<file path="config.mk">
export PLATFORM = sky130hd
export DESIGN_NAME = first_one_search_reg
export DESIGN_NICKNAME = d
export VERILOG_FILES = /design/src/rtl/first_one_search_reg.sv
export SDC_FILE = /design/constraint.sdc
export NUM_CORES = 1
export LEC_CHECK = 0
export CAP_MARGIN = 25
export CORE_AREA = 2 2 39 41
export DETAILED_ROUTE_END_ITERATION = 7
export DIE_AREA = 0 0 41 43
export PLACE_DENSITY = 0.74
export SYNTH_ARGS = -nofsm -noshare
export SYNTH_HDL_FRONTEND = slang
export SYNTH_SLANG_ARGS = --single-unit
</file>
<file path="constraint.sdc">
create_clock -name clk -period 1.35 [get_ports clk]
set_input_delay 0.27 -clock clk [delete_from_list [all_inputs] [get_ports clk]]
set_output_delay 0.27 -clock clk [all_outputs]
set_load 0.05 [all_outputs]
</file>
<file path="src/rtl/first_one_search_reg.sv">
// first_one_search_reg
// Registered lowest-set-bit priority encoder. It scans data[CURRENT_POS-1:0]
// and returns the index of the least-significant '1' and a found flag, with
// one cycle of latency. Typical use is picking the first free entry from a
// free-list or ready bitmap.
//
// Optional build macro: FOS_ONEHOT_EN adds a registered one-hot output of the
// selected bit. When the macro is not defined, the onehot port and its logic
// are not built.
module first_one_search_reg #(
  parameter int DATA_WIDTH  = 16,
  parameter int POS_WIDTH   = $clog2(DATA_WIDTH),
  parameter int CURRENT_POS = DATA_WIDTH
) (
  input  logic                  clk,
  input  logic                  rst,
  input  logic                  in_valid,
  input  logic [DATA_WIDTH-1:0] data,
`ifdef FOS_ONEHOT_EN
  output logic [DATA_WIDTH-1:0] onehot,
`endif
  output logic                  valid,
  output logic [POS_WIDTH-1:0]  position
);

  // The tree always has at least one combining level, so that a one-bit
  // window still gives an index field that is one bit wide.
  localparam int TREE_LVLS = (CURRENT_POS > 1) ? $clog2(CURRENT_POS) : 1;
  localparam int NPAD      = 1 << TREE_LVLS;

  logic [NPAD-1:0]      w_win_p0;
  logic                 w_fnd_p0 [NPAD];
  logic [TREE_LVLS-1:0] w_idx_p0 [NPAD];
  logic                 w_found_p0;
  logic [TREE_LVLS-1:0] w_pos_p0;

  logic                 r_vld_p1;
  logic [POS_WIDTH-1:0] r_position_p1;

  // Bits at or above CURRENT_POS never reach the tree. This sink only keeps
  // them referenced, and it drives no logic.
  logic w_unused;
  assign w_unused = ^data;

  // Build the window, padded to a power of two with zeros, and reduce it
  // through a log-depth tree of (found, idx) nodes. At each level a node at
  // slot j merges with its upper sibling at slot j+span. The lower child wins
  // whenever it found a '1'. Otherwise the upper child's index is moved up by
  // span. The result of each merge goes back into slot j.
  always_comb begin
    w_win_p0 = '0;
    for (int i = 0; i < CURRENT_POS; i++) begin
      w_win_p0[i] = data[i];
    end
    for (int i = 0; i < NPAD; i++) begin
      w_fnd_p0[i] = w_win_p0[i];
      w_idx_p0[i] = '0;
    end
    for (int l = 0; l < TREE_LVLS; l++) begin
      for (int j = 0; j < NPAD; j += (2 << l)) begin
        if (!w_fnd_p0[j] && w_fnd_p0[j + (1 << l)]) begin
          w_idx_p0[j] = w_idx_p0[j + (1 << l)] + TREE_LVLS'(1 << l);
        end
        w_fnd_p0[j] = w_fnd_p0[j] | w_fnd_p0[j + (1 << l)];
      end
    end
    w_found_p0 = w_fnd_p0[0];
    w_pos_p0   = w_idx_p0[0];
  end

  // Result register. Reset takes priority over in_valid. When no vector is
  // presented, valid drops and position keeps its last value.
  always_ff @(posedge clk) begin
    if (rst) begin
      r_vld_p1      <= 1'b0;
      r_position_p1 <= '0;
    end else if (in_valid) begin
      r_vld_p1      <= w_found_p0;
      r_position_p1 <= POS_WIDTH'(w_pos_p0);
    end else begin
      r_vld_p1      <= 1'b0;
    end
  end

  assign valid    = r_vld_p1;
  assign position = r_position_p1;

`ifdef FOS_ONEHOT_EN
  logic [DATA_WIDTH-1:0] r_onehot_p1;

  // One-hot mask of the selected bit. It is registered together with valid,
  // so the mask is all zeros whenever valid is low.
  always_ff @(posedge clk) begin
    if (rst) begin
      r_onehot_p1 <= '0;
    end else if (in_valid && w_found_p0) begin
      r_onehot_p1 <= DATA_WIDTH'(1) << w_pos_p0;
    end else begin
      r_onehot_p1 <= '0;
    end
  end

  assign onehot = r_onehot_p1;
`endif

endmodule

</file>
==> results_dict.tcl <==
set metrics [dict create \
    worstPathRequired_ns 1.51 \
    synth_ff_type "dfxtp_1" \
    grt_pass1_vias 581 \
    r2r_end "position[0]" \
    drv_slew 0 \
    std_cell_rows 14 \
    tightest_slew_ns 0.3775 \
    hold_end "position[1]" \
    final_cell_mix "buf_4, dlygate4sd2_1, nor2_1" \
    hold_viol 0 \
    antenna_found_initial 0 \
    synth_cell_types 24 \
    p_seq_frac 0.303 \
    critPathMaxStageDelay_ns 0.55 \
    cts.reportedPaths.clkPinSlew_ns 0.05 \
    final_common_cell "buf_4" \
    crit_family "compound AO/OA/AOI/OAI gates" \
    netlist_area_um2 379.1 \
    max_slew_margin 0.7483 \
    min_path_cells 5 \
    h-tree-depth 1 \
    comb_power_share 0.350 \
    port-buffer-count 23 \
    fmax_mhz 690.1 \
    r2r_start "position[0]" \
    syn-num-nets 65 \
    async_reset_ff_frac 0 \
    placed_cells 107 \
    chipHeight_um 43 \
    drt-initial-drc-count 5 \
    clkLatencyLatePin_ns 0.24 \
    root_buffer "clkbuf_4" \
    routabilityCongestion 0.7587 \
    nets 117 \
    synth_top_area_share 0.2640 \
    routed_wl_um 1392 \
    cts_buffers 3 \
    viasPerCell 5.044 \
    rrSetupSlack_ns 0.60 \
    finalSetupViolations 3 \
    ios 24 \
    drt-pass1-iter-count 6 \
    synthCells 46 \
    ant_nets 0 \
    route.detailed.drc 0 \
    path_cells "buf_6 -> or4_4 -> a2111oi_4 -> o311ai_2 -> a31oi_1" \
    dieWidth_um 41 \
    avgSynthCellArea_um2 8.242 \
    finalWorstSetupSlack_ns -0.09917 \
    cts_tree "yes" \
    cp_slowest_cell "or4_4" \
    pwr-share-clk 0.346 \
    swShare 0.2863 \
    run_status "finished with violations" \
    area_growth_pct 133.0 \
    clk_path_buf_depth 2 \
    fin_skew_ns 0 \
    finalNonFillerCells 113 \
    drive_gt1_frac 0.4845 \
    synth_seq_cells 5 \
    crit_fanout 3 \
    ys_seq_area_frac 0.2640 \
    synth_largest_area_cell "dfxtp_1" \
    wl_per_cell_um 12.32 \
    r2r_cells 2 \
    violations "negative setup slack" \
    ir_worst_vdd_uv 283.6 \
    ys.warnings.count 0 \
    power-per-cell-area_nw_per_um2 586.8 \
    period_share 1.073 \
    dpl.hpwl_um 1144 \
    yosys-top-cells-area "dfxtp_1, a2111oi_4, nor4_2" \
    drv_cap 0 \
    intPower_mw 0.3700 \
    synth_edf_count 0 \
    grt_max_degree 6 \
    die_area_um2 1763 \
    grt_pass1_wl_um 2277 \
    antenna_cells 0 \
    worstPathArrival_ns 1.61 \
    num-fill-cells 121 \
    critPathKind "input port to flop" \
    clkSinkCount 5 \
    cp-start-kind "input port" \
    initial_core_util 0.2740 \
    p_leak_nw 0.4044 \
    post-route-util 0.6383 \
    cp-end-kind "flop" \
    crit_cells 5 \
    rsz0062_at_grt "yes" \
    worstHoldStart "data[7]" \
    crit_buf_inv 1 \
    p_sw_mw 0.1484 \
    holdBufCountCts 0 \
    finalCriticalPeriod_ns 1.449 \
    hp-class "input port to flop" \
    vias 570 \
    overflow 0 \
    track_usage 0.1844 \
    core_area_um2 1384 \
]
cells in the mapped netlist (2+ instances only):
master,instances
nand2_1,3
inv_1,4
a21oi_1,3
dfxtp_1,5
a31oi_1,2
nor2b_1,3
nor3_1,2
o311ai_1,2
nor4_2,2
nor2_1,6
state kept, by name, summed over array words and instances, names as in the netlist:
signal    cells
position      4
valid         1
power by group through the flow:
| stage | sequential [mW] | combinational [mW] | clock (mW) |
|---|---|---|---|
| after global routing | 0.157 | 0.195 | 0.191 |
| after floorplan | 0.173 | 0.0329 | 0 |
| after CTS | 0.158 | 0.175 | 0.175 |
| final | 0.157 | 0.182 | 0.180 |
| after global placement | 0.160 | 0.182 | 0 |
| after detailed placement | 0.160 | 0.187 | 0 |
timing repair:
| action | CTS | global route |
|---|---|---|
| hold endpoints to repair | 0 | 0 |
| pin swaps | 8 | 7 |
| setup buffers | 2 | 1 |
| resized for setup | 28 | 12 |
| endpoints found under the setup margin | 5 | 5 |
worst min-delay path: cells and delay by family:
kind / cells / cell delay (ns)
buf+inv: 1 / 0.07
compound gates: 3 / 0.19
simple gates: 1 / 0.12
routing by layer:
layer  up-vias  part of all wire  track usage
li1        279                 -            -
met1       257              0.36       0.1949
met2        26              0.54       0.3219
met3         8             0.061      0.03141
met4         0             0.030      0.09333
met5         -                 0            0
worst max path at each step:
stage,start,endpoint
finish,data[4],position[0]
global route,data[4],position[0]
CTS,data[7],position[0]
detailed placement,data[4],position[1]
global placement,data[4],position[1]
floorplan,data[4],position[1]
cells by family (layout without fill, tap and decap cells):
family | Yosys count | in the layout | synth area share
and+or+nand+nor | 23 | 23 | 0.3862
AOI/OAI and AO/OA | 14 | 14 | 0.3103
DFF | 5 | 5 | 0.2640
buffers and inverters | 4 | 55 | 0.03959
cell type report:
class                   count  area, um2  area share
repair buffers             47      439.2      0.4972
multi-input cells          37      282.8      0.3201
inverters                   4      15.01     0.01700
flip-flops and latches      5      100.1      0.1133
well taps                  16      20.02     0.02266
clock buffers               4      26.28     0.02975
stage by stage:
step	cell area, um2	setup slack [ns]	hold WS [ns]	power [mW]	TNS (ns)
final	883.3	-0.09917	0.4572	0.5184	-0.1272
after global routing	883.3	-0.1173	0.4891	0.5430	-0.2744
after CTS	867.1	-0.2222	0.4758	0.5084	-0.4644
after detailed placement	844.6	-0.6156	0.4984	0.3477	-2.728
after global placement	844.6	-0.5243	0.4889	0.3419	-2.374
after floorplan	379.1	-0.06162	0.3391	0.2062	-0.09259
Power figures use the tool's default switching activity.
